===== src/rtl/vscale_htif_pcr_arbiter.sv =====
// Round-robin arbiter sharing the CSR file's HTIF PCR port between N_REQ
// host-side requesters, one transaction outstanding at a time.
module vscale_htif_pcr_arbiter #(
  parameter int unsigned N_REQ      = 2,
  parameter int unsigned ADDR_WIDTH = 12,
  parameter int unsigned DATA_WIDTH = 64,
  parameter int unsigned IDX_WIDTH  = 3
) (
  input  logic                        clk,
  input  logic                        reset,
  input  logic [N_REQ-1:0]            in_req_valid,
  output logic [N_REQ-1:0]            in_req_ready,
  input  logic [N_REQ-1:0]            in_req_rw,
  input  logic [N_REQ*ADDR_WIDTH-1:0] in_req_addr,
  input  logic [N_REQ*DATA_WIDTH-1:0] in_req_data,
  output logic [N_REQ-1:0]            in_resp_valid,
  input  logic [N_REQ-1:0]            in_resp_ready,
  output logic [DATA_WIDTH-1:0]       in_resp_data,
  output logic                        out_req_valid,
  input  logic                        out_req_ready,
  output logic                        out_req_rw,
  output logic [ADDR_WIDTH-1:0]       out_req_addr,
  output logic [DATA_WIDTH-1:0]       out_req_data,
  input  logic                        out_resp_valid,
  output logic                        out_resp_ready,
  input  logic [DATA_WIDTH-1:0]       out_resp_data,
  output logic                        busy
);

  typedef enum logic [1:0] {
    IDLE  = 2'd0,
    ISSUE = 2'd1,
    RESP  = 2'd2
  } state_t;

  state_t                state_q, state_d;
  logic [IDX_WIDTH-1:0]  rr_ptr_q, rr_ptr_d;
  logic [IDX_WIDTH-1:0]  owner_q, owner_d;
  logic                  rw_q, rw_d;
  logic [ADDR_WIDTH-1:0] addr_q, addr_d;
  logic [DATA_WIDTH-1:0] data_q, data_d;

  logic [N_REQ-1:0]      valid_rot;
  logic                  found;
  logic [IDX_WIDTH-1:0]  offset;
  logic [IDX_WIDTH:0]    win_sum;
  logic [IDX_WIDTH-1:0]  winner;
  logic                  sel_rw;
  logic [ADDR_WIDTH-1:0] sel_addr;
  logic [DATA_WIDTH-1:0] sel_data;
  logic [N_REQ-1:0]      owner_onehot;

  // Winner search: rotate the valid vector so rr_ptr sits at bit 0, take the
  // lowest set bit, then map the offset back to an absolute index mod N_REQ.
  always_comb begin
    valid_rot = N_REQ'({in_req_valid, in_req_valid} >> rr_ptr_q);
    found     = 1'b0;
    offset    = '0;
    for (int unsigned k = 0; k < N_REQ; k++) begin
      if (valid_rot[k] && !found) begin
        found  = 1'b1;
        offset = IDX_WIDTH'(k);
      end
    end
    win_sum = {1'b0, rr_ptr_q} + {1'b0, offset};
    if (win_sum >= (IDX_WIDTH+1)'(N_REQ)) begin
      win_sum = win_sum - (IDX_WIDTH+1)'(N_REQ);
    end
    winner   = win_sum[IDX_WIDTH-1:0];
    sel_rw   = 1'b0;
    sel_addr = '0;
    sel_data = '0;
    for (int unsigned k = 0; k < N_REQ; k++) begin
      if (winner == IDX_WIDTH'(k)) begin
        sel_rw   = in_req_rw[k];
        sel_addr = in_req_addr[k*ADDR_WIDTH +: ADDR_WIDTH];
        sel_data = in_req_data[k*DATA_WIDTH +: DATA_WIDTH];
      end
    end
  end

  // Next-state and outputs; every output is forced low while reset is held.
  always_comb begin
    state_d        = state_q;
    rr_ptr_d       = rr_ptr_q;
    owner_d        = owner_q;
    rw_d           = rw_q;
    addr_d         = addr_q;
    data_d         = data_q;
    owner_onehot   = N_REQ'(1) << owner_q;
    in_req_ready   = '0;
    in_resp_valid  = '0;
    in_resp_data   = '0;
    out_req_valid  = 1'b0;
    out_resp_ready = 1'b0;
    out_req_rw     = rw_q;
    out_req_addr   = addr_q;
    out_req_data   = data_q;
    busy           = (state_q != IDLE);

    case (state_q)
      IDLE: begin
        if (found) begin
          in_req_ready = N_REQ'(1) << winner;
          owner_d      = winner;
          rw_d         = sel_rw;
          addr_d       = sel_addr;
          data_d       = sel_data;
          state_d      = ISSUE;
        end
      end
      ISSUE: begin
        out_req_valid = 1'b1;
        if (out_req_ready) begin
          state_d = RESP;
        end
      end
      RESP: begin
        in_resp_valid  = owner_onehot & {N_REQ{out_resp_valid}};
        out_resp_ready = |(in_resp_ready & owner_onehot);
        in_resp_data   = out_resp_data;
        if (out_resp_valid && out_resp_ready) begin
          state_d  = IDLE;
          rr_ptr_d = (owner_q == IDX_WIDTH'(N_REQ-1)) ? '0 : owner_q + 1'b1;
        end
      end
      default: begin
        state_d = IDLE;
      end
    endcase

    if (reset) begin
      in_req_ready   = '0;
      in_resp_valid  = '0;
      in_resp_data   = '0;
      out_req_valid  = 1'b0;
      out_resp_ready = 1'b0;
      out_req_rw     = 1'b0;
      out_req_addr   = '0;
      out_req_data   = '0;
      busy           = 1'b0;
    end
  end

  // State, pointer and latched request registers.
  always_ff @(posedge clk) begin
    if (reset) begin
      state_q  <= IDLE;
      rr_ptr_q <= '0;
      owner_q  <= '0;
      rw_q     <= 1'b0;
      addr_q   <= '0;
      data_q   <= '0;
    end else begin
      state_q  <= state_d;
      rr_ptr_q <= rr_ptr_d;
      owner_q  <= owner_d;
      rw_q     <= rw_d;
      addr_q   <= addr_d;
      data_q   <= data_d;
    end
  end

endmodule


===== config.mk =====
export PLATFORM = sky130hd
export DESIGN_NAME = vscale_htif_pcr_arbiter
export DESIGN_NICKNAME = d
export VERILOG_FILES = /design/src/rtl/vscale_htif_pcr_arbiter.sv
export SDC_FILE = /design/constraint.sdc
export NUM_CORES = 1
export LEC_CHECK = 0
export BUFFER_PORTS_ARGS = -buffer_cell sky130_fd_sc_hd__buf_2
export CAP_MARGIN = 20
export CORE_MARGIN = 2
export CORE_UTILIZATION = 27
export DETAILED_ROUTE_END_ITERATION = 6
export PLACE_DENSITY_LB_ADDON = 0.2
export SLEW_MARGIN = 20
export SYNTH_ARGS = -nofsm -noshare
export SYNTH_HDL_FRONTEND = slang
export SYNTH_SLANG_ARGS = --single-unit

===== constraint.sdc =====
create_clock -name clk -period 3 [get_ports clk]
set_clock_uncertainty 0.05 [all_clocks]
set_input_delay 0.15 -clock clk [delete_from_list [all_inputs] [get_ports clk]]
set_output_delay 0.15 -clock clk [all_outputs]
set_load 0.01 [all_outputs]

==> results by stage <==
Synthesis:
- Synthesis produced 579 cells.
- After synthesis the netlist holds a flip-flop and latch count of 85.
- After synthesis, the largest family of logic cells by area is compound AO/OA/AOI/OAI gates.
- For this run, the register share of the synthesized area comes to 0.318.
- Synthesis produced a netlist with a net count of 807.
- The number of enable-type register cells in the synthesized netlist is 0.
- The area fraction in compound gates after synthesis is 0.250.
- Counting instances in the post-synthesis netlist gives the leading cell types as sky130_fd_sc_hd__dfxtp_1, sky130_fd_sc_hd__nor2b_1, sky130_fd_sc_hd__o211ai_1.
- The average cell area after synthesis is 9.25 µm².
- Of the total synthesized cell area, the portion taken by full adders, half adders and majority gates is 0.00467.
- The proportion of register bits with asynchronous set or reset after synthesis is 0.
- The library cell with the largest summed area after synthesis is sky130_fd_sc_hd__dfxtp_1.
- The cell area that synthesis handed to floorplanning was 0.00536 mm².
- By instance count, the leading cell after synthesis is sky130_fd_sc_hd__dfxtp_1.
- Of the post-synthesis cell area, the dominant cell type holds 0.318.
- By area the synthesized netlist is led by sky130_fd_sc_hd__dfxtp_1, sky130_fd_sc_hd__mux2_2, sky130_fd_sc_hd__o2bb2ai_1.
- The post-synthesis xor/xnor area fraction is 0.
- The dominant synthesized flop cell is sky130_fd_sc_hd__dfxtp_1.
- The number of distinct library cells after synthesis is 30.
- The warning count from the yosys run is 0.
- The fraction of synthesized area in multiplexers is 0.171.
- Of the total synthesized cell area, the portion taken by AND, OR, NAND and NOR gates is 0.198.

Final layout:
- The number of inserted filler cells in the final layout is 2008.
- The number of standard cells in the layout, taps in and fillers out is 1181.
- Of the cells placed in the final design, the portion with a size suffix greater than 1 is 0.530.
- The post-route cell area is 0.00775 mm².
- After the last flow step, the layout net total stands at 1137.
- Compared with the post-synthesis result, the final layout area differs by 44.8%.

Floorplan:
- The total die area is 0.0210 mm².
- The die boundary height is 145 µm.
- 374 I/O pins were placed.
- The width of the chip is 145 µm.
- The area of the core is 0.0195 mm².
- The initial utilization of the core area, before any placement, comes to 0.275.
- The number of placement rows is 51.

Setup path:
- The data required time of the worst path is 2.80 ns.
- STA puts the critical path data arrival time at 2.58 ns.
- The element type at the critical path start is a flop.
- STA classifies the critical path endpoint as a primary output.
- The maximum fanout along the worst path is 15.
- The type of the worst setup path is flop to primary output.

Power and ir drop:
- The maximum ir drop on the vdd rail is 0.000222 V.
- The power after layout is 3290 µW.
- The analysis attributes to cell leakage a power of 0.00359 µW.
- The power density over the cells is 425 mW/mm².

Detailed routing:
- Detailed routing inserted a total of 5600 vias.
- The first-iteration detailed-routing DRC count is 233.
- The post-detailed-routing wire length is 19.8 mm.
- The post-detailed-route wirelength per cell is 16.8 µm.
- The number of remaining DRC errors is 0.
- In the routed layout, each cell is associated on average with a via count of 4.74.
- The first detailed-routing pass ran for 5 iterations.
- Once detail routing completed, the nets flagged for antenna violations numbered 0.

Clocking:
- The setup fix buffers added after clock tree synthesis is 0.
- Counting the buffers created by CTS gives 9.
- The TritonCTS clock tree is built.
- The number of H-tree branching levels is 3.
- In this run the clock root is driven by a sky130_fd_sc_hd__clkbuf_16.
- The clock transition at the registers of the reported paths is 0.06 ns.
- Clock tree synthesis found a total of 85 sinks.
- No sink is reached through more buffers than the 2 on the longest clock path.
- For the worst-skew pair, the clock arrives at the later sink with an insertion delay of 0.34 ns.

Timing:
- The count of pins over their slew limit is 0.
- The upper clock frequency limit is 360 MHz.
- In the final timing run, aggregate negative setup slack is 0 ns.
- After layout, the minimum clock period comes to 2.78 ns.
- The transition time of the tightest slew-check pin is 0.868 ns.
- Setup repair after global routing left no endpoint under its margin.
- The final hold violation count is 0.
- Headroom to the max-slew limit came out at 0.421.
- The post-route worst hold slack is 0.109 ns.
- Of the available clock period, the critical path in the final layout requires 0.927.
- The number of setup violations in the final report is 0.

Placement:
- Counting tap cells, the placed design contains a total of 1162 instances.
- The placed wire-length estimate after detailed placement is 14.4 mm.
- In this run the cell area measured after placement is 0.00744 mm².
- The count of buffers added on input and output ports is 373.
- The congestion estimate from routability-driven global placement came to 0.839.

Status:
- The run finished with clean final reports.

Global route:
- The via count of the first global-routing pass is 5255.
- The initial antenna violation count is 2.
- The first global-routing pass estimated 28.8 mm of wire.
- For this run the aggregate overflow at the end of global routing stands at 0.
- The pin count of the biggest net entering global routing is 79.
- For this run, the total global-route usage over all layers was measured as 0.176.

Flow run:
- The max-cap check violation count is 0.

Worst hold path:
- The path class of the tightest hold or removal check is primary input to flop.
## flip-flops by register name (all words and copies together) (netlist names)
name and cells:
state_q 2, rr_ptr_q 3, rw_q 1, addr_q 12, data_q 64, owner_q 3
## layout make-up
cell class	instances	area [µm²]	share of cell area
antenna	2	5.00	0.000645
clock buffer	14	284	0.0366
clock inverter	2	15.0	0.00194
inverter	5	18.8	0.00242
multi-input combinational	422	3390	0.438
sequential	85	1700	0.219
tap	265	332	0.0428
timing repair buffer	386	2000	0.258
## per-layer routing
metal	vias to the layer above	global-route usage	wire length, µm
li1	2775	-	-
met4	0	0.0644	404
met1	2593	0.214	8260
met5	-	0	0
met2	210	0.306	9900
met3	22	0.0355	1270
## power by group
group | total (µW) | internal [µW] | leakage, µW | switching [µW]
clock network | 1110 | 653 | 0.000141 | 458
registers | 1270 | 1240 | 0.000700 | 26.2
logic | 913 | 441 | 0.00275 | 473
total | 3290 | 2340 | 0.00359 | 957
## path summary, 6_finish.rpt
kind                            slack [ns]  cells after the start                startpoint                 endpoint
worst max-delay path                  0.22                      9  rr_ptr_q[0]$_SDFFE_PP0P_          in_req_ready[0]
worst min-delay path                  0.11                      3            out_resp_valid  state_q[1]$_SDFFE_PP0P_
worst max register to register        0.42                      9  rr_ptr_q[0]$_SDFFE_PP0P_  data_q[45]$_SDFFE_PP0P_
worst min register to register        0.41                      2   owner_q[2]$_SDFFE_PP0P_  owner_q[2]$_SDFFE_PP0P_
## critical path, stage by stage (launching register included)
cell and delay, ns:
sky130_fd_sc_hd__dfxtp_1 0.48, sky130_fd_sc_hd__nor3b_1 0.10, sky130_fd_sc_hd__a31oi_1 0.16, sky130_fd_sc_hd__nor2_1 0.09
sky130_fd_sc_hd__ha_4 0.18, sky130_fd_sc_hd__ha_1 0.21, sky130_fd_sc_hd__o211ai_1 0.29, sky130_fd_sc_hd__o221ai_4 0.32
sky130_fd_sc_hd__nor3_1 0.24, sky130_fd_sc_hd__buf_2 0.16
## layout by cell type, fill, tap and decap left out, types with 5 or more instances in the layout
master                        n
sky130_fd_sc_hd__o2bb2ai_1   77
sky130_fd_sc_hd__mux2_2      78
sky130_fd_sc_hd__buf_2      373
sky130_fd_sc_hd__nor2b_1     79
sky130_fd_sc_hd__nor2_1      11
sky130_fd_sc_hd__inv_1        5
sky130_fd_sc_hd__dfxtp_1     85
sky130_fd_sc_hd__and2_1      65
sky130_fd_sc_hd__nand2_1      6
sky130_fd_sc_hd__clkbuf_16    9
sky130_fd_sc_hd__buf_4        9
sky130_fd_sc_hd__o211ai_1    79
## through the flow
stage | util | worst slack [ns]
floorplan | - | 0.580
global placement | 0.382 | 0.497
detailed placement | 0.382 | 0.428
CTS | 0.398 | 0.200
global route | 0.398 | 0.0459
finish | 0.398 | 0.219
## timing repair
item,in CTS,in global routing
hold buffers,1,0
hold endpoints to repair,1,0
gates resized for setup,0,0
setup endpoints to repair,0,0
## logic make-up after synthesis
family	count (synthesis)
compound gates	164
simple gates	174
buf+inv	72
flops	85
mux	82
fa+ha+maj	2
Note: power is estimated with default switching activity, not from simulation.
